--- src/rtl/bram_port_master.sv ---
// Purpose : requester-side controller for a one-cycle negedge block RAM; turns
//           valid/ready load/store requests into registered BRAM RD/WR strobes.
// Latency : loads return 1 cycle after accept; full stores are posted (1/cycle);
//           partial stores take a read-modify-write and hold the port 2 cycles.
// Backpr. : req_ready drops while a load/RMW is in flight or a response is held
//           and not being consumed in the same cycle.
//
// Ports
//   clk, rst            single clock; synchronous active-high reset
//   req_*               request channel (req_addr is a byte address, [1:0] ignored)
//   resp_*              single-entry load response register
//   bram_*              registered BRAM write/read strobes, data in from BRAM
//
// Build option
//   BRAM_PORT_MASTER_RMW_EN : when defined, stores with a partial byte mask are
//   merged with the current word via read-modify-write. When undefined, req_be
//   is ignored and every store writes the full word.
module bram_port_master #(
    parameter int DATA_WIDTH = 32,
    parameter int ADDR_WIDTH = 10
) (
    input  logic                      clk,
    input  logic                      rst,
    input  logic                      req_valid,
    output logic                      req_ready,
    input  logic                      req_we,
    input  logic [DATA_WIDTH/8-1:0]   req_be,
    input  logic [ADDR_WIDTH+1:0]     req_addr,
    input  logic [DATA_WIDTH-1:0]     req_wdata,
    output logic                      resp_valid,
    input  logic                      resp_ready,
    output logic [DATA_WIDTH-1:0]     resp_rdata,
    output logic                      bram_we,
    output logic [ADDR_WIDTH-1:0]     bram_wr_addr,
    output logic [DATA_WIDTH-1:0]     bram_di,
    output logic                      bram_re,
    output logic [ADDR_WIDTH-1:0]     bram_rd_addr,
    input  logic [DATA_WIDTH-1:0]     bram_do,
    input  logic                      bram_do_valid
);

    localparam int BW = DATA_WIDTH / 8;

`ifdef BRAM_PORT_MASTER_RMW_EN
    typedef enum logic [1:0] {IDLE, READ, RMW_RD, RMW_WR} state_t;
`else
    typedef enum logic {IDLE, READ} state_t;
`endif

    state_t state;

    // Word index; upper byte-address bits beyond the port width are already gone,
    // so the word address wraps naturally.
    logic [ADDR_WIDTH-1:0] req_word;
    logic                  accept;

    assign req_word  = req_addr[ADDR_WIDTH+1:2];
    assign req_ready = (state == IDLE) && (!resp_valid || resp_ready) && !rst;
    assign accept    = req_valid && req_ready;

`ifdef BRAM_PORT_MASTER_RMW_EN
    logic [BW-1:0]         rmw_be;
    logic [DATA_WIDTH-1:0] rmw_wdata;
    logic                  unused_addr_lsb;
    assign unused_addr_lsb = ^req_addr[1:0];
`else
    logic unused_in;
    assign unused_in = ^{req_addr[1:0], req_be};
`endif

    always_ff @(posedge clk) begin
        if (rst) begin
            state        <= IDLE;
            resp_valid   <= 1'b0;
            resp_rdata   <= '0;
            bram_we      <= 1'b0;
            bram_wr_addr <= '0;
            bram_di      <= '0;
            bram_re      <= 1'b0;
            bram_rd_addr <= '0;
`ifdef BRAM_PORT_MASTER_RMW_EN
            rmw_be       <= '0;
            rmw_wdata    <= '0;
`endif
        end else begin
            // Write strobe is a one-cycle pulse unless re-armed below.
            bram_we <= 1'b0;

            // Pop first; a load completing in READ cannot coincide with a held
            // response because loads are only accepted once the slot is free.
            if (resp_valid && resp_ready) begin
                resp_valid <= 1'b0;
            end

            case (state)
                IDLE: begin
                    if (accept) begin
                        if (req_we) begin
`ifdef BRAM_PORT_MASTER_RMW_EN
                            if (&req_be) begin
                                bram_we      <= 1'b1;
                                bram_wr_addr <= req_word;
                                bram_di      <= req_wdata;
                            end else if (|req_be) begin
                                // Fetch the old word; merge happens on DO_VALID.
                                bram_re      <= 1'b1;
                                bram_rd_addr <= req_word;
                                bram_wr_addr <= req_word;
                                rmw_be       <= req_be;
                                rmw_wdata    <= req_wdata;
                                state        <= RMW_RD;
                            end
`else
                            bram_we      <= 1'b1;
                            bram_wr_addr <= req_word;
                            bram_di      <= req_wdata;
`endif
                        end else begin
                            bram_re      <= 1'b1;
                            bram_rd_addr <= req_word;
                            state        <= READ;
                        end
                    end
                end

                READ: begin
                    if (bram_do_valid) begin
                        resp_rdata <= bram_do;
                        resp_valid <= 1'b1;
                        bram_re    <= 1'b0;
                        state      <= IDLE;
                    end
                end

`ifdef BRAM_PORT_MASTER_RMW_EN
                RMW_RD: begin
                    if (bram_do_valid) begin
                        for (int b = 0; b < BW; b++) begin
                            bram_di[8*b +: 8] <= rmw_be[b] ? rmw_wdata[8*b +: 8]
                                                           : bram_do[8*b +: 8];
                        end
                        bram_we <= 1'b1;
                        bram_re <= 1'b0;
                        state   <= RMW_WR;
                    end
                end

                RMW_WR: begin
                    // Write pulse issued last cycle lands at this cycle's negedge.
                    state <= IDLE;
                end
`endif

                default: state <= IDLE;
            endcase
        end
    end

endmodule
--- config.mk ---
export PLATFORM = sky130hd
export DESIGN_NAME = bram_port_master
export DESIGN_NICKNAME = d
export VERILOG_FILES = /design/src/rtl/bram_port_master.sv
export SDC_FILE = /design/constraint.sdc
export NUM_CORES = 1
export LEC_CHECK = 0
export CORE_AREA = 2 2 109 111
export DETAILED_ROUTE_END_ITERATION = 10
export DIE_AREA = 0 0 111 113
export MAX_ROUTING_LAYER = met4
export PLACE_DENSITY = 0.71
export RECOVER_POWER = 50
export SYNTH_ARGS = -nofsm -noshare
export SYNTH_HDL_FRONTEND = slang
export SYNTH_SLANG_ARGS = --single-unit
--- constraint.sdc ---
create_clock -name clk -period 1.8 [get_ports clk]
set_clock_uncertainty 0.2 [all_clocks]
set_input_delay 0.27 -clock clk [delete_from_list [all_inputs] [get_ports clk]]
set_output_delay 0.27 -clock clk [all_outputs]
set_load 0.05 [all_outputs]
==> summary.md, run 1 <==
| Metric | Value |
|---|---|
| Net count after synthesis | 424 |
| Mapped Cells | 338 |
| Total track usage | 15.0% |
| VDD IR max | 0.507 mV |
| Cell Area, Placed | 5030 µm² |
| Routability cong. | 0.758 |
| Final Cell Area | 5020 µm² |
| Min cycle time layout | 1.73 ns |
| Vias in the first global route | 3022 |
| Core ar. | 11300 µm² |
| CTS max path bufs | 2 |
| Setup WS pre-CTS | -0.235 ns |
| CTS tree | built |
| Status | completed |
| Worst Hold Depth | 5 |
| Share of cells above drive strength 1 | 16.6% |
| Hold Path Class | in2reg |
| Residual DRC count | 0 |
| Pin slew with the least headroom to its limit | 0.641 ns |
| Cell Rows | 39 |
| CP Max Fanout | 11 |
| Worst skew pair latency | 0.32 ns |
| TritonCTS sink count | 88 |
| Number of library cell types mapped by synthesis | 22 |
| Worst setup SP type | input port |
| Antenna cells | 0 |
| CP max stage delay | 0.46 ns |
| Seq/Total Area, Yosys | 52.4% |
| Die H | 113 µm |
| Hold-fix buffers at CTS | 0 |
| Hold Fails Final Rpt | 0 |
| PwrDens | 914 nW/µm² |
| Min Hold Slack | 0.241 ns |
| Max-Cap Viols | 0 |
| Kind of cell adding the most delay to the critical path | buffers and inverters |
| CP Capture Type | output port |
| Max Clk Rate | 578 MHz |
| Setup Viol. Count Final | 0 |
| Pin count of the biggest net entering global routing | 70 |
| Rel. slew slack | 57.4% |
| Post-synthesis cell area | 3360 µm² |
| Crit-path slowest cell | clkdlybuf4s50_1 |
| R2r setup slk | 0.19 ns |
| Vias after detailed routing | 2929 |
| Kind of critical path | in2out |
| Total gr overflow | 0 |
| Required @ worst endpoint | 1.33 ns |
| CTS Buf Count | 9 |
| Syn_area_per_cell | 9.94 µm² |
| Worst flop-to-flop path endpoint | bram_di[31] |
| Die W | 111 µm |
| Area delta synth->final | 49.4% |
| Worst R2R Path Depth | 4 |
| Tot Pwr | 4590 µW |
| Ys Warns | 0 |
| Ports | 174 |
| Final antenna-violating net count | 0 |
| Crit path DAT | 1.26 ns |
| Hold Startpoint | rst |
| Final Net Count | 592 |
| #FFs+latches synth | 88 |
| Worst-path clk slew | 0.06 ns |
| Initial drt markers | 137 |
| TritonRoute pass-1 iters | 4 |
| H-tree Lvls | 3 |
| Unrepaired setup endpoints after global routing | no |
| Fin crit share | 96.1% |
| CTS root buf | clkbuf_16 |
| WL/cell | 14.1 µm |
| Die Area | 12500 µm² |
| Hold EP | bram_rd_addr[0] |
| WL final | 9.22 mm |
| Antenna violations before repair | 0 |
| Crit path cell chain | clkdlybuf4s50_1 > nor2b_4 > nor3_4 > buf_4 |
| Port-buffer cells | 167 |
| First-pass GRT wire length | 14.8 mm |
| Vias per cell | 4.48 |
| Fin. max-slew vios | 0 |
| Initial core utilization | 29.8% |
| Final Worst Setup Slack | 0.0698 ns |
| DP Wirelength | 6.70 mm |
| Leak Pwr | 0.00194 µW |
| WP buf/inv | 2 |
| Reg-to-Reg Start | state |
## worst min-delay path: stages
cell and delay, ns:
buf_2 0.12, nor2_1 0.06, nand3b_1 0.10, buf_4 0.12, o21ai_1 0.05
## metrics by stage
step	util [%]	std cells	setup TNS, ns
6_report	44.5	654	0
5_1_grt	44.5	654	0
4_1_cts	47.2	654	0
3_5_place_dp	44.6	638	-8.74
3_3_place_gp	44.6	638	-7.40
2_1_floorplan	-	338	0
## state kept, by name, summed over array words and instances, names as in the netlist
register	flops
bram_di	32
bram_rd_addr	10
bram_we	1
resp_rdata	32
state	1
resp_valid	1
bram_wr_addr	10
bram_re	1
## area by class of cell
| class | count | area [µm²] |
|---|---|---|
| fillers | 1141 | 6250 |
| well taps | 143 | 179 |
| clock buffers | 11 | 253 |
| inverters | 11 | 41.3 |
| multi-input cells | 214 | 1450 |
| repair buffers | 182 | 1310 |
| flip-flops and latches | 88 | 1760 |
| clock inverters | 5 | 31.3 |
## synthesized netlist by cell type (all sizes together)
cell type | count | area, µm²
mux2 | 32 | 469
o311ai | 10 | 87.6
dfxtp | 88 | 1760
mux2i | 10 | 100
nand2 | 76 | 285
and2 | 1 | 6.26
and4 | 1 | 11.3
buf | 10 | 75.1
inv | 11 | 41.3
clkbuf | 15 | 56.3
nor2b | 33 | 206
a21oi | 35 | 175
nand3b | 1 | 7.51
nor3 | 1 | 5.00
o21ai | 10 | 50.1
nor2 | 1 | 3.75
nand2b | 3 | 18.8
## layer usage
layer  global-route usage (%)  wire length (µm)
met5                        -                 0
met1                     18.2              4140
met2                     24.5              4390
met4                     4.92               144
met3                     4.23               547
## cells in the final DEF (no fill, tap or decap), types with 2 or more instances in the layout
cell type	instances
mux2i_1	10
inv_1	11
buf_12	4
mux2_4	29
nand2b_1	3
nor2b_1	32
clkbuf_2	18
mux2_1	3
a21oi_1	35
clkbuf_1	68
clkbuf_16	9
o311ai_0	10
o21ai_1	4
clkdlybuf4s50_1	78
dfxtp_1	87
clkinv_2	3
nand2_1	76
buf_4	13
clkbuf_8	2
o21ai_0	6
## what timing repair did
item | CTS | global route
cloned | 0 | 0
gates resized for setup | 2 | 0
pin swaps | 0 | 1
endpoints found under the setup margin | 1 | 1
setup buffers | 0 | 0
## worst max path at each step
stage / cells past startpoint / from / slack (ns) / end
2_1_floorplan: 5 / resp_valid / 0.13 / bram_di[10]
3_3_place_gp: 5 / resp_ready / -0.22 / bram_di[31]
3_5_place_dp: 5 / resp_ready / -0.23 / bram_di[31]
4_1_cts: 5 / resp_ready / 0.05 / bram_di[31]
5_1_grt: 5 / resp_ready / 0.008 / bram_di[31]
6_report: 4 / resp_ready / 0.07 / req_ready
## cell families (layout without fill, tap and decap cells)
kind of cell / Yosys count / count (layout) / share of synthesized area, %
AO/OA/AOI/OAI: 55 / 55 / 9.31
buffers and inverters: 36 / 209 / 5.14
flip-flops: 88 / 88 / 52.4
multiplexers: 42 / 42 / 16.9
AND/OR/NAND/NOR: 117 / 117 / 16.2
## power breakdown
group,switching (µW),leakage (µW),total [µW],internal [µW]
clock,748,0.000141,1750,1010
sequential,40.3,0.000717,2070,2030
combinational,457,0.00108,766,308
total,1250,0.00194,4590,3340
Note: power is estimated with default switching activity, not from simulation.
==> run 2: changes to the inputs <==
CORE_AREA = 2 2 96 98   (was 2 2 109 111)
DIE_AREA = 0 0 98 100   (was 0 0 111 113)
PLACE_DENSITY = 0.86   (was 0.71)
==> summary.md, run 2 (synthesis results as in run 1) <==
| Metric | Value |
|---|---|
| Worst skew pair latency | 0.33 ns |
| Hold Path Class | in2reg |
| Vias per cell | 4.71 |
| Sw frac | 26.7% |
| Status | completed |
| Biggest regs | bram_di (32), resp_rdata (32) |
| Crit path cell chain | nor2b_4 > nor3_4 > buf_4 |
| Clock power share | 34.8% |
| Fin. max-slew vios | 0 |
| Die Area | 9800 µm² |
| Setup Viol. Count Final | 0 |
| CP max stage delay | 0.35 ns |
| Setup WS pre-CTS | -0.239 ns |
| Required @ worst endpoint | 1.33 ns |
| WL/cell | 14.4 µm |
| Kind of critical path | reg2out |
| Sequential power share | 47.5% |
| Hold Fails Final Rpt | 0 |
| Die W | 98 µm |
| Pin count of the biggest net entering global routing | 70 |
| Ports | 174 |
| Tot Pwr | 4350 µW |
| VDD IR max | 0.445 mV |
| Share of cells above drive strength 1 | 24.2% |
| PwrDens | 878 nW/µm² |
| Max-Cap Viols | 0 |
| Crit-path slowest cell | dfxtp_2 |
| Most frequent cells in the layout | 87 x dfxtp_1, 76 x nand2_1, 76 x clkdlybuf4s50_1, 59 x clkbuf_2, 35 x a21oi_1 |
| First-pass GRT wire length | 14.4 mm |
| Fill cells | 844 |
| Post-CTS setup buffer count | 0 |
| WL final | 8.91 mm |
| CP Max Fanout | 11 |
| CP Capture Type | output port |
| Min cycle time layout | 1.71 ns |
| TritonCTS sink count | 88 |
| Cell Rows | 35 |
| Crit path DAT | 1.24 ns |
| CTS Buf Count | 9 |
| Antenna cells | 0 |
| Worst setup SP type | flip-flop |
| CTS root buf | clkbuf_8 |
| Final Net Count | 591 |
| Total track usage | 18.7% |
| Routability cong. | 0.769 |
| Final std cells w/o fill | 620 |
| Total gr overflow | 0 |
| Final antenna-violating net count | 0 |
| Final Worst Setup Slack | 0.0915 ns |
| Multi-input logic area | 1450 µm² |
| Initial drt markers | 79 |
| Area delta synth->final | 47.3% |
| H-tree Lvls | 3 |
| TritonRoute pass-1 iters | 4 |
| DP Wirelength | 6.51 mm |
| Leading cell type in the layout, fill and taps excluded | dfxtp_1 |
| Core ar. | 8890 µm² |
| Max Clk Rate | 585 MHz |
| Antenna violations before repair | 0 |
| Residual DRC count | 0 |
| Rel. slew slack | 58.9% |
| Pin slew with the least headroom to its limit | 0.620 ns |
| Reg area | 1760 µm² |
| Vias after detailed routing | 2923 |
| CTS max path bufs | 2 |
| CTS tree | built |
| Placed cells | 605 |
| Die H | 100 µm |
| Worst-path clk slew | 0.08 ns |
| Initial core utilization | 37.8% |
| Port-buffer cells | 167 |
| Vias in the first global route | 2906 |
| Leak Pwr | 0.00204 µW |
| Fin crit share | 94.9% |
| P_int | 3190 µW |
| Gate power share | 17.7% |
| NetSw | 1160 µW |
| R2r setup slk | 0.20 ns |
| Unrepaired setup endpoints after global routing | no |
## run 2: cell count changes in the layout (fill, tap and decap cells not counted), sizes merged, moves of 2 or more
cell,previous run,this run
buf,18,20
clkdlybuf4s50,78,76
clkinv,4,1
bufinv,0,2
clkbuf,97,95
## run 2: through the flow
stage	setup TNS [ns]	hold slack [ns]	utilization, %	area, µm²
final	0	0.190	55.7	4950
after global routing	0	0.219	55.7	4950
after CTS	0	0.185	58.5	5200
after detailed placement	-9.78	0.247	55.9	4970
after global placement	-8.48	0.244	55.9	4970
after floorplan	0	0.198	-	3370
## run 2: repair_timing
| action | in CTS | in global routing |
|---|---|---|
| gates resized for setup | 2 | 1 |
| hold buffers | 0 | 0 |
| endpoints found under the setup margin | 1 | 3 |
| hold endpoints to repair | 0 | 0 |
## run 2: metal layers
metal  track usage (%)  wire length, µm  vias to the layer above
met4              5.45               89                        0
met1              22.6             3870                     1361
met2              31.1             4390                      106
li1                  -                -                     1446
met5                 -                0                        -
met3              4.67              568                       10
## run 2: final timing paths
| check | from | to | cells after the start |
|---|---|---|---|
| setup / recovery | resp_valid | req_ready | 3 |
| hold / removal | rst | state | 4 |
| setup reg to reg | state | bram_di[31] | 4 |
| hold reg to reg | resp_rdata[17] | resp_rdata[17] | 2 |
## run 2: critical path, delay by kind of cell, from the launching register on
kind	cells	cell delay [ns]
buf+inv	1	0.19
simple gates	2	0.36
flops	1	0.35
## run 2: area by class of cell
class | count | share of cell area [%]
Sequential cell | 88 | 35.6
Multi-Input combinational cell | 214 | 29.2
Timing Repair Buffer | 181 | 27.1
Clock buffer | 12 | 3.13
Tap cell | 111 | 2.81
Clock inverter | 3 | 1.31
Inverter | 11 | 0.834
## run 2: power by group through the flow
| stage | registers [µW] | logic [µW] | clock network [µW] |
|---|---|---|---|
| floorplan | 2380 | 199 | 0 |
| global placement | 2110 | 815 | 0 |
| detailed placement | 2110 | 827 | 0 |
| CTS | 2070 | 830 | 1560 |
| global route | 2080 | 811 | 1640 |
| finish | 2070 | 769 | 1510 |
==> run 3: changes to the inputs <==
ABC_AREA = 1   (was default)
CAP_MARGIN = 20   (was default)
CORE_AREA = 2 2 85 87   (was 2 2 96 98)
DIE_AREA = 0 0 87 89   (was 0 0 98 100)
DONT_BUFFER_PORTS = 1   (was default)
PLACE_DENSITY = 0.72   (was 0.86)
==> summary.md, run 3 <==
| Metric | Value |
|---|---|
| Fin crit share | 92.3% |
| Synth area leaders | dfxtp_1 53%, nor2_1 19%, nand2_1 12%, inv_1 6.5%, o21ai_0 4.8% |
| Number of library cell types mapped by synthesis | 13 |
| Most numerous cell in the Yosys netlist | nor2_1 |
| Most frequent cells in the layout | 169 x nor2_1, 108 x nand2_1, 88 x dfxtp_1, 77 x dlygate4sd3_1, 57 x inv_1 |
| Seq/Total Area, Yosys | 52.5% |
| Max-Cap Viols | 0 |
| Required @ worst endpoint | 1.33 ns |
| CTS root buf | clkbuf_8 |
| Final Net Count | 645 |
| Die Area | 7740 µm² |
| Initial drt markers | 104 |
| Port-buffer cells | 0 |
| Min cycle time layout | 1.66 ns |
| CTS Buf Count | 9 |
| Hold Fails Final Rpt | 0 |
| WL final | 8.56 mm |
| Area delta synth->final | 32.3% |
| CTS tree | built |
| Net count after synthesis | 574 |
| Crit path DAT | 1.19 ns |
| Vias in the first global route | 3038 |
| H-tree Lvls | 3 |
| Leak Pwr | 0.00213 µW |
| Setup Viol. Count Final | 0 |
| Post_cts resized | 0 |
| Max Clk Rate | 602 MHz |
| DP Wirelength | 5.03 mm |
| Vias per cell | 4.79 |
| Final Util | 66.1% |
| #FFs+latches synth | 88 |
| Ports | 174 |
| Post-synth top cells | 169 x nor2_1, 108 x nand2_1, 88 x dfxtp_1 |
| Mapped Cells | 488 |
| Vias after detailed routing | 3091 |
| Kind of critical path | reg2out |
| Most used DFF post-synth | dfxtp_1 |
| Ys Warns | 0 |
| Fill cells | 551 |
| Hold Path Class | in2reg |
| Antenna violations before repair | 0 |
| First-pass GRT wire length | 13.1 mm |
| Total track usage | 22.4% |
| Cell Rows | 30 |
| Core ar. | 6720 µm² |
| Residual DRC count | 0 |
| Worst-path clk slew | 0.09 ns |
| CP Max Fanout | 4 |
| VDD IR max | 0.543 mV |
| Die W | 87 µm |
| Worst skew pair latency | 0.33 ns |
| Final antenna-violating net count | 0 |
| Initial core utilization | 49.9% |
| Die H | 89 µm |
| Worst setup SP type | flip-flop |
| TritonRoute pass-1 iters | 4 |
| Routability cong. | 0.738 |
| Asr flop ratio synth | 0% |
| Hold-fix buffers at CTS | 77 |
| Post-synth EDFFs | 0 |
| Setup TNS | 0 ns |
| Pin slew with the least headroom to its limit | 0.587 ns |
| Post-CTS setup buffer count | 0 |
| Share of cells above drive strength 1 | 4.43% |
| Leading cell type in the layout, fill and taps excluded | nor2_1 |
| Rel. slew slack | 60.9% |
| Unrepaired setup endpoints after global routing | no |
| CTS max path bufs | 2 |
| Status | completed |
| Post-synthesis cell area | 3350 µm² |
| PwrDens | 988 nW/µm² |
| Fin. max-slew vios | 0 |
| TritonCTS sink count | 88 |
| Biggest regs | bram_di (32), resp_rdata (32) |
| Post-synth top area cell | dfxtp_1 |
| Pin count of the biggest net entering global routing | 86 |
| WL/cell | 13.3 µm |
| Syn_area_per_cell | 6.87 µm² |
| CP Capture Type | output port |
| Post-synth top area share | 52.5% |
| Total gr overflow | 0 |
[run 3: cell count changes in the layout (fill, tap and decap cells not counted), sizes merged, moves of 3 or more]
| cell | previous run | this run |
|---|---|---|
| nor2 | 1 | 170 |
| clkbuf | 95 | 16 |
| clkdlybuf4s50 | 76 | 0 |
| dlygate4sd3 | 1 | 77 |
| inv | 11 | 58 |
| nor2b | 33 | 0 |
| a21oi | 35 | 3 |
| mux2 | 32 | 0 |
| nand2 | 76 | 108 |
| o21ai | 10 | 32 |
| buf | 20 | 6 |
| mux2i | 10 | 0 |
| o311ai | 10 | 0 |
| nand2b | 3 | 0 |
[run 3: path summary, 6_finish.rpt]
kind                            slack (ns)  cells past startpoint        from         endpoint
worst min-delay path                   0.1                      4         rst  bram_wr_addr[4]
worst max register to register        0.15                      6  resp_valid      bram_di[18]
worst min register to register        0.40                      3       state            state
worst max-delay path                  0.14                      4  resp_valid        req_ready
[run 3: layout make-up]
cell class	instances	area [µm²]	share of cell area [%]
inverter	58	218	4.91
tap	80	100	2.26
clock buffer	13	139	3.13
clock inverter	3	90.1	2.03
sequential	88	1760	39.7
timing repair buffer	86	872	19.7
antenna	1	2.50	0.0564
multi-input combinational	316	1250	28.3
[run 3: worst max-delay path, stage by stage (launching register included)]
cell and delay (ns):
dfxtp_1 0.32, nand2_1 0.17, nand2_1 0.09, nor2_2 0.13, buf_12 0.15
[run 3: routing by layer]
layer	track usage, %	routed length, µm	up-vias
met5	-	0	-
met4	10.5	183	0
met3	7.11	594	16
met2	41.1	4610	112
met1	21.4	3170	1392
li1	-	-	1571
[run 3: cell families (layout without fill, tap and decap cells)]
kind of cell	count (synthesis)	count (layout)	share of synthesized area, %
AOI/OAI and AO/OA	35	35	5.22
buffers and inverters	84	160	10.3
DFF	88	88	52.5
other	0	1	0
and+or+nand+nor	281	281	31.9
[run 3: report_power, final]
group	total (µW)	switching (µW)	internal (µW)
logic	422	212	210
registers	2390	359	2030
clock network	1570	642	927
[run 3: metrics by stage]
stage	total power (µW)	std cells	setup WS, ns	hold WS, ns	area [µm²]
final	4380	645	0.139	0.0988	4440
after CTS	4430	644	0.107	0.0813	4450
after global placement	2700	551	0.353	0.141	3450
after global routing	4580	644	0.0371	0.0853	4440
after detailed placement	2720	551	0.290	0.142	3450
after floorplan	2650	488	0.130	0.139	3360
==> variant 1 (settings of run 2) <==
`DATA_WIDTH`: 32 -> 16.
--- a/src/rtl/bram_port_master.sv
+++ b/src/rtl/bram_port_master.sv
@@ -16,7 +16,7 @@
 //   merged with the current word via read-modify-write. When undefined, req_be
 //   is ignored and every store writes the full word.
 module bram_port_master #(
-    parameter int DATA_WIDTH = 32,
+    parameter int DATA_WIDTH = 16,
     parameter int ADDR_WIDTH = 10
 ) (
     input  logic                      clk,
Interface: changed (5 resized); port bits go from 174 to 108. No check against the original RTL was run, so the function may have changed too.
==> variant 1 against run 2 <==
  * Wire length is 34% lower
  * Cell count shrank 30%
  * Final area fell by 36%
  * Sequential power down 36%
  * Register-to-register slack about the same
  * Power fell by 43%
  * Synthesized area down 37%
  * Worst setup slack improved by 0.019 ns
  * Sequential cell count down 32
==> variant 1: results (changes against run 2) <==
outcome: "finished clean"  # unchanged
seq_cell_count: 56  # was 88
dp_slack_ns: -0.2462  # was -0.2395 ns
utilization_pct: 35.40  # was 55.69%
grt_start_max_net_pins: 28  # was 70
grtUsageTotal_pct: 12.14  # was 18.69%
inverters: 11  # unchanged
num-clock-buffers: 6  # was 12
grt_pass1_wl_um: 9239  # was 14,450 um
ys_seq_area_share_pct: 52.99  # was 52.42%
clk_latency_ns: 0.30  # was 0.33 ns
wirelength_um: 5899  # was 8913 um
clock_area_share_pct: 2.465  # was 4.448%
grt_use_met1_pct: 13.83  # was 22.61%
netlist_top_cells_count: "dfxtp_1, nand2_1, a21oi_1"  # unchanged
switching_share_pct: 29.17  # was 26.65%
synth_nets: 269  # was 424
ys_types: 21  # was 22
drive_gt1_share_pct: 14.46  # was 24.17%
min_path_cells: 3  # was 4
p_leak_nw: 1.200  # was 2.045 nW
seqAreaFraction_pct: 35.67  # was 35.61%
post-dp-hpwl_um: 4361  # was 6506 um
use_met3_pct: 3.482  # was 4.666%
dp_cells: 429  # was 605
drt_iter0_markers: 22  # was 79
htreeDepth: 2  # was 3
final_area_sq_um: 3147  # was 4951 sq um
vias: 1912  # was 2,923
fillers: 943  # was 844
grt_util_met2_pct: 20.92  # was 31.09%
multi_input_area_sq_um: 889.6  # was 1445 sq um
pwr-share-clk_pct: 26.3  # was 34.8%
grt_pass1_vias: 1976  # was 2,906
multi_input_gates: 134  # was 214
layout.nets: 377  # was 591
vdd_ir_drop_max_mv: 0.3331  # was 0.4454 mV
synth_area_leaders: "dfxtp_1, nand2_1, mux2_4"  # was dfxtp_1, mux2_4, nand2_1
placed_cell_area_sq_um: 3243  # was 4970 sq um
reg_top3: "bram_di: 16 flops, resp_rdata: 16 flops"  # was bram_di: 32 flops, resp_rdata: 32 flops
ys_warn_count: 0  # unchanged
numCtsBuffers: 5  # was 9
vias_per_cell: 4.385  # was 4.715
routabilityCongestion: 0.7100  # was 0.7694
port_buffers: 103  # was 167
max_slew.worst_pin.slew_ns: 0.6217  # was 0.6197 ns
[variant 1: cell types whose count changed after synthesis, sizes merged]
| cell | delta |
|---|---|
| dfxtp | -32 |
| nand2 | -32 |
| a21oi | -16 |
| mux2 | -16 |
| nor2b | -16 |
| clkbuf | -6 |
| buf | -3 |
[variant 1: power by group through the flow]
| stage | clock network, mW | logic, mW | registers (mW) |
|---|---|---|---|
| after floorplan | 0 | 0.124 | 1.53 |
| after global placement | 0 | 0.538 | 1.35 |
| after detailed placement | 0 | 0.551 | 1.35 |
| after CTS | 0.688 | 0.552 | 1.32 |
| after global routing | 0.743 | 0.543 | 1.33 |
| final | 0.655 | 0.512 | 1.32 |
[variant 1: worst max-delay path, delay by kind of cell, from the launching register on]
family	cells	cell delay [ns]
AND/OR/NAND/NOR	2	0.40
flip-flops	1	0.35
buffers and inverters	1	0.15
[variant 1: cells by family after synthesis]
logic type	Yosys count	share of synthesized area, %
buffers and inverters	27	5.854
AO/OA/AOI/OAI	39	11.00
AND/OR/NAND/NOR	69	15.32
flip-flops	56	52.99
multiplexers	26	14.84
[variant 1: final timing paths]
check	from	endpoint	slack, ns
setup / recovery	resp_valid$_SDFF_PP0_	req_ready	0.11
hold / removal	resp_ready	resp_valid$_SDFF_PP0_	0.20
setup reg to reg	state$_SDFF_PP0_	bram_di[11]$_SDFFE_PP0P_	0.20
hold reg to reg	resp_rdata[9]$_SDFFE_PP0P_	resp_rdata[9]$_SDFFE_PP0P_	0.26
[variant 1: what timing repair did]
item	in CTS	in global routing
gates cloned	0	1
endpoints found under the setup margin	1	5
gates resized for setup	2	6
hold endpoints to repair	0	0
pin swaps	0	1
[variant 1: layer usage]
layer  routed length, um  vias to the layer above
li1                    -                      934
met1                2408                      896
met2                2972                       72
met3                 442                       10
met4                  76                        0
met5                   0                        -
==> variant 2 (config.mk and constraints of run 2) <==
Without the edit above. Make the reset (`rst`) asynchronous in one clocked block. Comments in the files are not updated.
--- a/src/rtl/bram_port_master.sv
+++ b/src/rtl/bram_port_master.sv
@@ -68,7 +68,7 @@
     assign unused_in = ^{req_addr[1:0], req_be};
 `endif
 
-    always_ff @(posedge clk) begin
+    always_ff @(posedge clk or posedge rst) begin
         if (rst) begin
             state        <= IDLE;
             resp_valid   <= 1'b0;
Check against the original RTL: differs if rst is asserted again (counterexample within 4 cycles, from zero or initial values and one cycle with rst high); with rst held inactive, the same outputs for 10 cycles.
==> variant 2 against run 2 <==
  * The flow now finishes with violations (negative setup slack)
  * Synthesized area decreased by 1.6%
  * Critical path depth is 2 higher
  * Sequential cell count stayed put
  * Worst setup slack got worse by 0.14 ns
  * Critical endpoint is now bram_di[17]$_DFFE_PP0P_
  * Wire length decreased by 4.7%
  * Final area increased by 10%
Power is not compared: it rests on default switching activity, and its combinational part moved more than twofold at a synthesized area within 25%.
==> variant 2: results (changes against run 2) <==
outcome: "finished with violations"  # was finished clean
violations: "negative setup slack"
ys_seq_area_share_pct: 66.62  # was 52.42%
synth_area_leaders: "dfrtp_1, mux2_2, mux2_1"  # was dfxtp_1, mux2_4, nand2_1
startpoint: "resp_valid$_DFF_PP0_"  # was resp_valid$_SDFF_PP0_
netlist_top_cells_count: "dfrtp_1, mux2_2, mux2_1"  # was dfxtp_1, nand2_1, a21oi_1
cp_max_fo: 6  # was 11
ys_async_sr_fraction_pct: 100.0  # was 0%
wirelength_um: 8498  # was 8913 um
grt_start_max_net_pins: 45  # was 70
post-dp-hpwl_um: 5787  # was 6506 um
ys.flop_type: "dfrtp_1"  # was dfxtp_1
min_from: "bram_re$_DFFE_PP0P_"  # was rst
grtUsageTotal_pct: 16.91  # was 18.69%
setup-violations-final: 36  # was 0
cts_resized: 17  # was 2
synth_nets: 278  # was 424
r2r_cells: 5  # was 4
hold_path_end: "bram_re$_DFFE_PP0P_"  # was state$_SDFF_PP0_
setup_slack_ns: -0.04922  # was 0.09147 ns
setup_tns_ns: -0.6858  # was 0 ns
worstSetupPathType: "reg -> reg"  # was reg -> out
layout.nets: 467  # was 591
reg2reg_to: "bram_di[17]$_DFFE_PP0P_"  # was bram_di[31]$_SDFFE_PP0P_
post_cts_buffers: 5  # was 0
hold_ws_ns: 0.2907  # was 0.1897 ns
hp-class: "reg -> reg"  # was in -> reg
ys_types: 14  # was 22
crit_arrival_ns: 1.88  # was 1.24 ns
min_path_cells: 1  # was 4
grt_pass1_wl_um: 12630  # was 14,450 um
drive_gt1_share_pct: 55.18  # was 24.17%
slew_headroom_pct: 28.56  # was 58.86%
dp_slack_ns: -0.4178  # was -0.2395 ns
## variant 2: cell types whose count changed after synthesis, sizes merged, moves of 3 or more
cell,change
dfrtp,+88
dfxtp,-88
nand2,-75
mux2,+52
a21oi,-35
nor2b,-32
clkbuf,-14
mux2i,-10
o21ai,-10
o311ai,-10
inv,-9
a21o,+3
## variant 2: routing by layer
metal,vias to the layer above,global-route usage [%],wire length (um)
li1,1052,-,-
met1,1191,20.12,3501
met2,94,28.56,4409
met3,11,3.830,453
met4,0,5.876,133
met5,-,-,0
## variant 2: cell type report
class	instances	area (sq um)	share of cell area (%)
Sequential cell	88	2205	40.31
Clock inverter	7	96.34	1.762
Multi-Input combinational cell	93	1196	21.87
Timing Repair Buffer	187	1700	31.09
Clock buffer	9	123.9	2.265
Tap cell	111	138.9	2.539
Inverter	2	8.758	0.1601
